===== config.mk =====
export PLATFORM = sky130hd
export DESIGN_NAME = conv_seq_ctrl
export DESIGN_NICKNAME = d
export VERILOG_FILES = /design/src/rtl/conv_pkg.sv /design/src/rtl/conv_tap_gen.sv /design/src/rtl/conv_seq_ctrl.sv
export SDC_FILE = /design/constraint.sdc
export NUM_CORES = 1
export LEC_CHECK = 0
export ABC_AREA = 1
export CAP_MARGIN = 20
export CORE_MARGIN = 4
export CORE_UTILIZATION = 58
export CTS_BUF_LIST = sky130_fd_sc_hd__clkbuf_4 sky130_fd_sc_hd__clkbuf_8 sky130_fd_sc_hd__clkbuf_16
export DETAILED_ROUTE_END_ITERATION = 7
export GPL_TIMING_DRIVEN = 0
export PLACE_DENSITY = 0.83
export SLEW_MARGIN = 20
export SYNTH_ARGS = -nofsm -noshare
export SYNTH_HDL_FRONTEND = slang
export SYNTH_HIERARCHICAL = 1
export SYNTH_SLANG_ARGS = --single-unit

===== constraint.sdc =====
create_clock -name clk -period 4 [get_ports clk]
set_input_delay 0.8 -clock clk [delete_from_list [all_inputs] [get_ports clk]]
set_output_delay 0.8 -clock clk [all_outputs]
set_load 0.02 [all_outputs]

===== src/rtl/conv_pkg.sv =====
// Shared constants for the 3x3 convolution sequencer: FSM encodings and kernel geometry.
package conv_pkg;

  localparam int KSIZE   = 3;
  localparam int NTAPS   = 9;
  localparam int MAC_LAT = 1;

  localparam logic [2:0] ST_IDLE  = 3'd0;
  localparam logic [2:0] ST_TAP   = 3'd1;
  localparam logic [2:0] ST_DRAIN = 3'd2;
  localparam logic [2:0] ST_WRITE = 3'd3;
  localparam logic [2:0] ST_DONE  = 3'd4;

endpackage


===== src/rtl/conv_tap_gen.sv =====
// Window and tap counters for the 3x3 walk; addresses are built from incremental adds only.
module conv_tap_gen
  import conv_pkg::*;
#(
  parameter int IMG_W  = 5,
  parameter int IMG_H  = 5,
  parameter int PIX_AW = 5
) (
  input  logic              clk,
  input  logic              rst,
  input  logic              clr,
  input  logic              issue,
  input  logic              out_adv,
  output logic [PIX_AW-1:0] pix_addr,
  output logic [3:0]        coef_idx,
  output logic              last_tap,
  output logic              last_out
);

  localparam logic [1:0]        KMAX      = 2'(KSIZE - 1);
  localparam logic [3:0]        CMAX      = 4'(NTAPS - 1);
  localparam logic [PIX_AW-1:0] ONE       = PIX_AW'(1);
  localparam logic [PIX_AW-1:0] W_STEP    = PIX_AW'(IMG_W);
  localparam logic [PIX_AW-1:0] ROW_WRAP  = PIX_AW'(KSIZE);
  localparam logic [PIX_AW-1:0] COL_MAX   = PIX_AW'(IMG_W - 3);
  localparam logic [PIX_AW-1:0] ROW_MAX   = PIX_AW'(IMG_H - 3);

  logic [1:0]        kx_r, ky_r;
  logic [3:0]        coef_r;
  logic [PIX_AW-1:0] row_off_r, base_r, col_r, row_r;
  logic [PIX_AW-1:0] pix_addr_r;
  logic [3:0]        coef_idx_r;
  logic              last_tap_r;
  logic [PIX_AW-1:0] base_nxt_s, col_nxt_s, row_nxt_s;

  // Next window origin; a row wrap moves base from (r,W-3) to (r+1,0), i.e. +3.
  always_comb begin
    base_nxt_s = base_r;
    col_nxt_s  = col_r;
    row_nxt_s  = row_r;
    if (out_adv) begin
      if (col_r == COL_MAX) begin
        col_nxt_s  = '0;
        row_nxt_s  = row_r + ONE;
        base_nxt_s = base_r + ROW_WRAP;
      end else begin
        col_nxt_s  = col_r + ONE;
        row_nxt_s  = row_r;
        base_nxt_s = base_r + ONE;
      end
    end else begin
      base_nxt_s = base_r;
      col_nxt_s  = col_r;
      row_nxt_s  = row_r;
    end
  end

  // Tap counters and registered address/coefficient outputs.
  always_ff @(posedge clk or negedge rst) begin
    if (!rst) begin
      kx_r <= 2'd0; ky_r <= 2'd0; coef_r <= 4'd0;
      row_off_r <= '0; base_r <= '0; col_r <= '0; row_r <= '0;
      pix_addr_r <= '0; coef_idx_r <= 4'd0; last_tap_r <= 1'b0;
    end else if (clr) begin
      kx_r <= 2'd0; ky_r <= 2'd0; coef_r <= 4'd0;
      row_off_r <= '0; base_r <= '0; col_r <= '0; row_r <= '0;
      pix_addr_r <= '0; coef_idx_r <= 4'd0; last_tap_r <= 1'b0;
    end else begin
      base_r <= base_nxt_s;
      col_r  <= col_nxt_s;
      row_r  <= row_nxt_s;
      if (issue) begin
        // base_nxt_s so the first tap of a new output sees the advanced origin.
        pix_addr_r <= base_nxt_s + row_off_r + PIX_AW'(kx_r);
        coef_idx_r <= coef_r;
        last_tap_r <= (coef_r == CMAX);
        if (kx_r == KMAX) begin
          kx_r <= 2'd0;
          if (ky_r == KMAX) begin
            ky_r <= 2'd0; row_off_r <= '0; coef_r <= 4'd0;
          end else begin
            ky_r <= ky_r + 2'd1; row_off_r <= row_off_r + W_STEP; coef_r <= coef_r + 4'd1;
          end
        end else begin
          kx_r <= kx_r + 2'd1; coef_r <= coef_r + 4'd1;
        end
      end else begin
        pix_addr_r <= '0; coef_idx_r <= 4'd0; last_tap_r <= 1'b0;
      end
    end
  end

  assign pix_addr = pix_addr_r;
  assign coef_idx = coef_idx_r;
  assign last_tap = last_tap_r;
  assign last_out = (row_r == ROW_MAX) && (col_r == COL_MAX);

endmodule


===== src/rtl/conv_seq_ctrl.sv =====
// 3x3 valid-only convolution sequencer: FSM, MAC enable pipe, result addressing and host handshake.
module conv_seq_ctrl
  import conv_pkg::*;
#(
  parameter int IMG_W  = 5,
  parameter int IMG_H  = 5,
  parameter int PIX_AW = 5,
  parameter int RES_AW = 4
) (
  input  logic              clk,
  input  logic              rst,
  input  logic              start,
  input  logic              abort,
  output logic [PIX_AW-1:0] pix_addr,
  output logic [3:0]        coef_idx,
  output logic              mac_en,
  output logic              mac_first,
  output logic              res_we,
  output logic [RES_AW-1:0] res_addr,
  output logic              busy,
  output logic              done
);

  logic [2:0]        state_r, state_nxt_s;
  logic [RES_AW-1:0] res_cnt_r, res_addr_r;
  logic              mac_en_r, mac_first_r, res_we_r, busy_r, done_r;
  logic              last_tap_s, last_out_s, clr_s, issue_s, out_adv_s, feed_s;

  // Next-state selection; abort outranks every transition out of a non-idle state.
  always_comb begin
    state_nxt_s = ST_IDLE;
    case (state_r)
      ST_IDLE:  if (start && !abort) state_nxt_s = ST_TAP;   else state_nxt_s = ST_IDLE;
      ST_TAP:   if (abort)           state_nxt_s = ST_IDLE;
                else if (last_tap_s) state_nxt_s = ST_DRAIN;
                else                 state_nxt_s = ST_TAP;
      ST_DRAIN: if (abort)           state_nxt_s = ST_IDLE;  else state_nxt_s = ST_WRITE;
      ST_WRITE: if (abort)           state_nxt_s = ST_IDLE;
                else if (last_out_s) state_nxt_s = ST_DONE;
                else                 state_nxt_s = ST_TAP;
      ST_DONE:  state_nxt_s = ST_IDLE;
      default:  state_nxt_s = ST_IDLE;
    endcase
  end

  assign clr_s     = (state_nxt_s == ST_IDLE) || (state_nxt_s == ST_DONE);
  assign issue_s   = (state_nxt_s == ST_TAP);
  assign out_adv_s = (state_r == ST_WRITE) && (state_nxt_s == ST_TAP);
  // A pixel issued this cycle returns next cycle unless the pass is being abandoned.
  assign feed_s    = (state_r == ST_TAP) && (state_nxt_s != ST_IDLE);

  conv_tap_gen #(
    .IMG_W  (IMG_W),
    .IMG_H  (IMG_H),
    .PIX_AW (PIX_AW)
  ) u_tap_gen (
    .clk      (clk),
    .rst      (rst),
    .clr      (clr_s),
    .issue    (issue_s),
    .out_adv  (out_adv_s),
    .pix_addr (pix_addr),
    .coef_idx (coef_idx),
    .last_tap (last_tap_s),
    .last_out (last_out_s)
  );

  // State, result counter and registered control outputs.
  always_ff @(posedge clk or negedge rst) begin
    if (!rst) begin
      state_r     <= ST_IDLE;
      res_cnt_r   <= '0;
      res_addr_r  <= '0;
      mac_en_r    <= 1'b0;
      mac_first_r <= 1'b0;
      res_we_r    <= 1'b0;
      busy_r      <= 1'b0;
      done_r      <= 1'b0;
    end else begin
      state_r <= state_nxt_s;
      if (clr_s) begin
        res_cnt_r <= '0;
      end else if (out_adv_s) begin
        res_cnt_r <= res_cnt_r + RES_AW'(1);
      end else begin
        res_cnt_r <= res_cnt_r;
      end
      mac_en_r    <= feed_s;
      mac_first_r <= feed_s && (coef_idx == 4'd0);
      res_we_r    <= (state_nxt_s == ST_WRITE);
      res_addr_r  <= (state_nxt_s == ST_WRITE) ? res_cnt_r : '0;
      busy_r      <= (state_nxt_s == ST_TAP) || (state_nxt_s == ST_DRAIN) ||
                     (state_nxt_s == ST_WRITE);
      done_r      <= (state_nxt_s == ST_DONE);
    end
  end

  assign mac_en    = mac_en_r;
  assign mac_first = mac_first_r;
  assign res_we    = res_we_r;
  assign res_addr  = res_addr_r;
  assign busy      = busy_r;
  assign done      = done_r;

endmodule


# Word-level counts from Yosys, hierarchy flattened
# Index checks and enable logic that the tools add are counted.
# totals
regBits,54
word_cells,100
out_inout_bits,18
# classes
n_addsub,11
muxes,40
n_eq_ne,12
reduce_logical,19
# op_table
op,n
$mux W5,15
$mux W4,9
$mux W2,10
$add A5 B1 Y5 const B,3
$eq A3 B2 Y1 const B,4
$pmux W3 S4,1
$eq A5 B2 Y1 const B,2
$add A4 B1 Y4 const B,2
$reduce_bool A2 Y1,4
$eq A3 B1 Y1 const B,2
$logic_not A3 Y1,2
$mux W3,2
$add A5 B2 Y5,1
$add A5 B2 Y5 const B,1
$add A5 B3 Y5 const B,1
$add A5 B5 Y5,1
$logic_and A1 B1 Y1,5
$add A2 B1 Y2 const B,2
$eq A2 B2 Y1 const B,2
$eq A4 B4 Y1 const B,1
$logic_not A4 Y1,1
$reduce_and A2 Y1,2
$eq A3 B3 Y1 const B,1
$logic_or A1 B1 Y1,3
other kinds (3),5

# Depth between registers and ports, before layout
# depth
word_depth,12
mapped_depth,21
depth_no_buf,21

# Hierarchy
# The synthesis kept the hierarchy.
# modules_own_cells
mod,seq_area_each_um2,instances,area_each_um2,cells_per_inst
conv_tap_gen,950.9,1,2055.7,231
conv_seq_ctrl,400.4,1,758.2,82

# Worst setup path before layout
# No wires, ideal clock.
# synth_path
kind,reg-to-reg
startpoint,register u_tap_gen.col_r[0]
endpoint,register u_tap_gen.pix_addr_r[3] (netlist: u_tap_gen/pix_addr[3])
n_path_buf,0
required_time_ps,3936
path_stages_with_launch,16
path_slack_ps,981
synth_period_minus_slack_ps,3019
arrival_ps,2954
setup_time_ps,64
cell_sequence,dfrtp_1 -> inv_1 -> ha_1 -> nand4_2 -> nor4_1 -> nor2_1 -> nand2_4 -> clkinv_2 -> inv_1 -> nand2_1 -> o21ai_0 -> fa_1 -> ha_1 -> fa_1 -> a21oi_1 -> o21a_1
# synth_between
elab_chain_len,12
# synth_rtl
item,line_no,source
start: declaration,conv_tap_gen.sv:30,"logic [PIX_AW-1:0] row_off_r, base_r, col_r, row_r;"
start signal: assignment,conv_tap_gen.sv:70,col_r <= col_nxt_s;
$eq A5 B2 Y1,conv_tap_gen.sv:96,assign last_out = (row_r == ROW_MAX) && (col_r == COL_MAX);
$logic_and A1 B1 Y1,conv_tap_gen.sv:96,
via last_out_s,conv_seq_ctrl.sv:27,"logic last_tap_s, last_out_s, clr_s, issue_s, out_adv_s, feed_s;"
$mux W3,conv_seq_ctrl.sv:39,else if (last_out_s) state_nxt_s = ST_DONE;
$mux W3,conv_seq_ctrl.sv:38,ST_WRITE: if (abort) state_nxt_s = ST_IDLE;
$pmux W3 S4,conv_seq_ctrl.sv:32,case (state_r)
$eq A3 B1 Y1,conv_seq_ctrl.sv:48,assign out_adv_s = (state_r == ST_WRITE) && (state_nxt_s == ST_TAP);
$logic_and A1 B1 Y1,conv_seq_ctrl.sv:48,
via out_adv_s,conv_seq_ctrl.sv:27,
$mux W5,conv_tap_gen.sv:41,if (out_adv) begin
$add A5 B5 Y5,conv_tap_gen.sv:74,pix_addr_r <= base_nxt_s + row_off_r + PIX_AW'(kx_r);
$add A5 B2 Y5,conv_tap_gen.sv:74,
$mux W5,conv_tap_gen.sv:72,if (issue) begin
$mux W5,conv_tap_gen.sv:64,end else if (clr) begin
end signal: assignment,conv_tap_gen.sv:74,
end: declaration,conv_tap_gen.sv:31,logic [PIX_AW-1:0] pix_addr_r;
# The timed path passes the listed nets, and every way through them passes these cells.
# A chain may end at the register's enable or synchronous reset.

# Final worst setup path
# Same ends and word-level chain as after synthesis.

==> report_table.html <==
<table>
<tr><th>Metric</th><th>Value</th></tr>
<tr><th colspan="2">STA</th></tr>
<tr><td>Worst-margin pin slew</td><td>between 600 and 700 ps</td></tr>
<tr><td>RSZ-0062 raised after global routing</td><td>false</td></tr>
<tr><td>Total negative setup slack</td><td>0 ps</td></tr>
<tr><td>Final clock period utilization by the worst path</td><td>between 80% and 90%</td></tr>
<tr><td>Final hold violations</td><td>0</td></tr>
<tr><td>Max frequency</td><td>approximately 290 MHz</td></tr>
<tr><td>Setup skew after layout</td><td>12.8 ps</td></tr>
<tr><td>Worst-case headroom to the max-slew limit</td><td>between 50 and 60%</td></tr>
<tr><td>Number of pins exceeding their max-slew limit in the final report</td><td>0</td></tr>
<tr><td>Minimum clock period after layout</td><td>between 3000 and 4000 ps</td></tr>
<tr><td>Finish-stage setup viols</td><td>0</td></tr>
<tr><th colspan="2">Setup path</th></tr>
<tr><td>Required time worst endpoint</td><td>roughly 4300 ps</td></tr>
<tr><td>Worst setup path category</td><td>reg -&gt; reg</td></tr>
<tr><td>Largest fanout on the critical path</td><td>9</td></tr>
<tr><td>WP data arrival</td><td>3690 ps</td></tr>
<tr><td>Endpoint type of the worst setup path</td><td>flip-flop</td></tr>
<tr><td>Startpoint type of the worst setup path</td><td>flip-flop</td></tr>
<tr><th colspan="2">Final layout</th></tr>
<tr><td>Non-filler cells in the finished layout</td><td>409</td></tr>
<tr><td>Share of post-route cells with drive strength above 1</td><td>between 10% and 20%</td></tr>
<tr><td>Post-route standard cell area excluding fillers</td><td>around 3200 um2</td></tr>
<tr><td>ANT cells</td><td>0</td></tr>
<tr><td>Final net count</td><td>363</td></tr>
<tr><td>Synthesis-to-layout area growth</td><td>14.4%</td></tr>
<tr><td>End-of-flow core utilization</td><td>between 60% and 70%</td></tr>
<tr><td>Layout fillers</td><td>around 370</td></tr>
<tr><th colspan="2">Route</th></tr>
<tr><td>Remaining number of nets flagged by the antenna check after routing</td><td>0</td></tr>
<tr><td>Vias after detailed routing</td><td>around 2100</td></tr>
<tr><td>Iteration-0 DRC Markers</td><td>100</td></tr>
<tr><td>Detail-routed net length per standard cell</td><td>12.7 um</td></tr>
<tr><td>Mean number of vias per cell</td><td>roughly 5.1</td></tr>
<tr><td>Post-detailed-routing wire length</td><td>between 5000 and 6000 um</td></tr>
<tr><td>First-pass iteration count of the detailed router</td><td>4</td></tr>
<tr><td>DRC violations left</td><td>0</td></tr>
<tr><th colspan="2">Placed design</th></tr>
<tr><td>Placed cell count</td><td>between 400 and 500</td></tr>
<tr><td>Routability cong.</td><td>0.815</td></tr>
<tr><td>DP Wirelength</td><td>about 3800 um</td></tr>
<tr><td>Placed Instance Area</td><td>slightly above 3000 um2</td></tr>
<tr><td>Port bufs</td><td>21</td></tr>
<tr><th colspan="2">Power and ir drop</th></tr>
<tr><td>Leakage Power</td><td>approximately 0.0016 uW</td></tr>
<tr><td>Design Power</td><td>1140 uW</td></tr>
<tr><td>Peak ir drop on the vdd network</td><td>0.287 mV</td></tr>
<tr><td>Pwr/cell area</td><td>355 nW/um2</td></tr>
<tr><th colspan="2">Clock network</th></tr>
<tr><td>CTS Root Cell</td><td>sky130_fd_sc_hd__clkbuf_8</td></tr>
<tr><td>Post-CTS repair timing setup buffer count</td><td>0</td></tr>
<tr><td>Skew-Pair Late Insertion Delay</td><td>~310 ps</td></tr>
<tr><td>TritonCTS clock tree</td><td>done</td></tr>
<tr><td>Quantity of gates resized following cts</td><td>0</td></tr>
<tr><td>CTS clock-pin slew for the worst setup and hold paths</td><td>around 110 ps</td></tr>
<tr><td>Clock sink total</td><td>between 50 and 60</td></tr>
<tr><td>Hold bufs inserted after CTS</td><td>0</td></tr>
<tr><td>Number of buffers inserted during clock tree synthesis</td><td>5</td></tr>
<tr><td>H-Tree Depth</td><td>2</td></tr>
<tr><td>Maximum root-to-sink buffer count</td><td>2</td></tr>
<tr><th colspan="2">Flow run</th></tr>
<tr><td>Max_cap viols</td><td>0</td></tr>
<tr><th colspan="2">Yosys</th></tr>
<tr><td>Total of flip-flops plus latches after synthesis</td><td>54</td></tr>
<tr><td>Post-synth net total</td><td>335</td></tr>
<tr><td>Multiplexer share of the synthesized area</td><td>0%</td></tr>
<tr><td>XOR/XNOR share of the synthesized area</td><td>4.67%</td></tr>
<tr><td>Part of the Yosys area used for sequential elements</td><td>48.0%</td></tr>
<tr><td>Yosys cell types</td><td>33</td></tr>
<tr><td>Combinational family with the most area after synthesis</td><td>simple AND/OR/NAND/NOR gates</td></tr>
<tr><td>Dominant cell type by area after synthesis</td><td>sky130_fd_sc_hd__dfrtp_1</td></tr>
<tr><td>Number of instances in the synthesized netlist</td><td>between 300 and 400</td></tr>
<tr><td>Top-area cell type share of the netlist area</td><td>48.0%</td></tr>
<tr><td>Main area contributors after synthesis</td><td>sky130_fd_sc_hd__dfrtp_1 (48%), sky130_fd_sc_hd__nand2_1 (7.6%), sky130_fd_sc_hd__ha_1 (6.2%), sky130_fd_sc_hd__inv_1 (5.6%), sky130_fd_sc_hd__nor2_1 (5.5%)</td></tr>
<tr><td>Yosys warns</td><td>6</td></tr>
<tr><td>Simple-gate portion of the synthesized area</td><td>around a quarter</td></tr>
<tr><td>Post-Syn Area</td><td>about 2800 um2</td></tr>
<tr><td>Avg Cell Area, Syn</td><td>between 8 and 9 um2</td></tr>
<tr><td>Adder and majority cell fraction of the synthesized area</td><td>under 10%</td></tr>
<tr><td>Synth Area in Compound Gates</td><td>roughly 6.8%</td></tr>
<tr><th colspan="2">Die</th></tr>
<tr><td>Number of top-level design ports</td><td>22</td></tr>
<tr><td>Total Die Area</td><td>slightly above 6000 um2</td></tr>
<tr><td>Effective utilization at floorplan</td><td>roughly 60%</td></tr>
<tr><td>Die extent in y</td><td>just under 80 um</td></tr>
<tr><td>FP Rows</td><td>25</td></tr>
<tr><td>Area of the placeable core</td><td>approximately 4700 um2</td></tr>
<tr><td>Die Width</td><td>77.7 um</td></tr>
<tr><th colspan="2">Global routing</th></tr>
<tr><td>Via count of the first global-routing pass</td><td>about 2200</td></tr>
<tr><td>First-pass GRT wire length</td><td>9450 um</td></tr>
<tr><td>Tot GR Track Use</td><td>around a fifth</td></tr>
<tr><td>Total gr overflow</td><td>0</td></tr>
<tr><td>Maximum number of pins on one net before global-route repair</td><td>55</td></tr>
<tr><td>Number of antenna violations at the first check in global routing</td><td>0</td></tr>
<tr><th colspan="2">Run status</th></tr>
<tr><td>Outcome</td><td>complete, no violations</td></tr>
<tr><th colspan="2">Min path</th></tr>
<tr><td>Kind of path behind the tightest hold check</td><td>in -&gt; async</td></tr>
</table>
routing by layer:
layer | wire (um) | vias up | global-route usage (%) | share of wire, %
li1 | - | 1033 | - | -
met1 | 2200 | 993 | 23.3 | 42
met2 | 2710 | 51 | 33.6 | 52
met3 | 186 | 15 | 4.64 | 3.6
met4 | 115 | 0 | 8.36 | 2.2
met5 | 0 | - | 0 | 0
placed cells by master, fill, tap and decap left out, types with 3 or more instances in the layout:
cell                              synthesis  routed
sky130_fd_sc_hd__a21oi_1                  7       7
sky130_fd_sc_hd__nor2_1                  41      41
sky130_fd_sc_hd__nand4_1                  3       3
sky130_fd_sc_hd__clkbuf_8                 0       5
sky130_fd_sc_hd__o22ai_1                  4       4
sky130_fd_sc_hd__inv_1                   42      42
sky130_fd_sc_hd__nand2_2                  5       5
sky130_fd_sc_hd__dfrtp_1                 54      54
sky130_fd_sc_hd__nand3_1                 21      21
sky130_fd_sc_hd__fa_1                     4       4
sky130_fd_sc_hd__nor2_4                   4       4
sky130_fd_sc_hd__ha_1                    14      14
sky130_fd_sc_hd__clkdlybuf4s50_1          0      20
sky130_fd_sc_hd__o21ai_1                  4       4
sky130_fd_sc_hd__nand2_1                 57      57
sky130_fd_sc_hd__o21ai_0                 11      11
sky130_fd_sc_hd__xor2_1                  13      13
sky130_fd_sc_hd__nor2_2                   4       4
sky130_fd_sc_hd__inv_2                    4       4
stage by stage:
step                      hold WS (ps)  setup WS, ps
after CTS                          518           558
after floorplan                    461           981
after detailed placement           506           372
after global routing               547           189
final                              514           562
after global placement             492           405
power by group:
part | switching (uW) | leakage, uW | internal (uW) | total, uW
Combinational | 113 | 0.000780 | 61.0 | 175
Sequential | 27.0 | 0.000745 | 572 | 599
Clock | 183 | 0.0000504 | 186 | 369
Total | 323 | 0.00158 | 820 | 1140
final timing paths:
| path | startpoint | end | slack [ps] | cells past startpoint |
|---|---|---|---|---|
| setup / recovery | u_tap_gen/col_r[0]$_DFFE_PN0P_ | u_tap_gen/pix_addr[3]$_DFF_PN0_ | 560 | 15 |
| hold / removal | rst | res_we$_DFF_PN0_ | 510 | 1 |
| setup reg to reg | u_tap_gen/col_r[0]$_DFFE_PN0P_ | u_tap_gen/pix_addr[3]$_DFF_PN0_ | 560 | 15 |
| hold reg to reg | u_tap_gen/coef_r[2]$_DFFE_PN0P_ | u_tap_gen/last_tap$_DFF_PN0_ | 530 | 1 |
| max in group asynchronous | rst | u_tap_gen/coef_idx[3]$_DFF_PN0_ | 3050 | 1 |
| min in group clk | u_tap_gen/coef_r[2]$_DFFE_PN0P_ | u_tap_gen/last_tap$_DFF_PN0_ | 530 | 1 |
worst max-delay path, cell delays in order (launching register included):
cell                       delay, ps
sky130_fd_sc_hd__dfrtp_1         440
sky130_fd_sc_hd__inv_1            80
sky130_fd_sc_hd__ha_1            160
sky130_fd_sc_hd__nand4_2         180
sky130_fd_sc_hd__nor4_1          300
sky130_fd_sc_hd__nor2_1          130
sky130_fd_sc_hd__nand2_4         130
sky130_fd_sc_hd__clkinv_2        150
sky130_fd_sc_hd__inv_1           180
sky130_fd_sc_hd__nand2_1          60
sky130_fd_sc_hd__o21ai_0         160
sky130_fd_sc_hd__fa_1            490
sky130_fd_sc_hd__ha_1            250
sky130_fd_sc_hd__fa_1            390
sky130_fd_sc_hd__a21oi_1         160
sky130_fd_sc_hd__o21a_1          130
area by class of cell:
type | instances | area (um2) | share of cell area [%]
plain buffers | 2 | 11.3 | 0.350
clock buffers | 5 | 68.8 | 2.14
clock inverters | 3 | 45.0 | 1.40
inverters | 48 | 184 | 5.71
multi-input cells | 209 | 1270 | 39.4
flip-flops and latches | 54 | 1350 | 42.0
well taps | 67 | 83.8 | 2.60
repair buffers | 21 | 208 | 6.45
logic make-up (layout without fill, tap and decap cells):
logic type	Yosys count	after routing
buffers and inverters	50	79
DFF	54	54
adders and majority gates	18	18
xor gates and xnor gates	15	15
AOI/OAI and AO/OA	31	31
and+or+nand+nor	145	145
Yosys cell counts:
| library cell | count |
|---|---|
| sky130_fd_sc_hd__and2_1 | 1 |
| sky130_fd_sc_hd__o21a_1 | 1 |
| sky130_fd_sc_hd__nor3_2 | 2 |
| sky130_fd_sc_hd__o21ai_1 | 4 |
| sky130_fd_sc_hd__o21ai_0 | 11 |
| sky130_fd_sc_hd__dfrtp_1 | 54 |
| sky130_fd_sc_hd__nand2_1 | 57 |
| sky130_fd_sc_hd__nor2_2 | 4 |
| sky130_fd_sc_hd__a21oi_1 | 7 |
| sky130_fd_sc_hd__inv_2 | 4 |
| sky130_fd_sc_hd__nand4_2 | 2 |
| sky130_fd_sc_hd__inv_1 | 42 |
| sky130_fd_sc_hd__nand2_2 | 5 |
| sky130_fd_sc_hd__o21ai_2 | 1 |
| sky130_fd_sc_hd__o21ai_4 | 2 |
| sky130_fd_sc_hd__nor2_4 | 4 |
| sky130_fd_sc_hd__nor2_1 | 41 |
| sky130_fd_sc_hd__ha_1 | 14 |
| sky130_fd_sc_hd__xor2_1 | 13 |
| sky130_fd_sc_hd__clkinv_2 | 1 |
| sky130_fd_sc_hd__o21bai_1 | 1 |
| sky130_fd_sc_hd__fa_1 | 4 |
| sky130_fd_sc_hd__xnor2_1 | 2 |
| sky130_fd_sc_hd__nand3_1 | 21 |
| sky130_fd_sc_hd__o22ai_1 | 4 |
| sky130_fd_sc_hd__nand4_1 | 3 |
| sky130_fd_sc_hd__nand2_4 | 2 |
| sky130_fd_sc_hd__nor4_1 | 1 |
| sky130_fd_sc_hd__inv_4 | 1 |
| sky130_fd_sc_hd__clkbuf_1 | 1 |
| sky130_fd_sc_hd__nand3_2 | 1 |
| sky130_fd_sc_hd__or2_2 | 1 |
| sky130_fd_sc_hd__buf_4 | 1 |
flip-flops by register name, indices dropped and copies added, names as in the netlist, 3 cells and up:
register             cells
state_r                  3
u_tap_gen/col_r          5
u_tap_gen/row_off_r      5
u_tap_gen/row_r          5
res_cnt_r                4
u_tap_gen/coef_r         4
u_tap_gen/base_r         5
res_addr                 4
u_tap_gen/pix_addr       5
u_tap_gen/coef_idx       4
(Power assumes the default switching activity.)
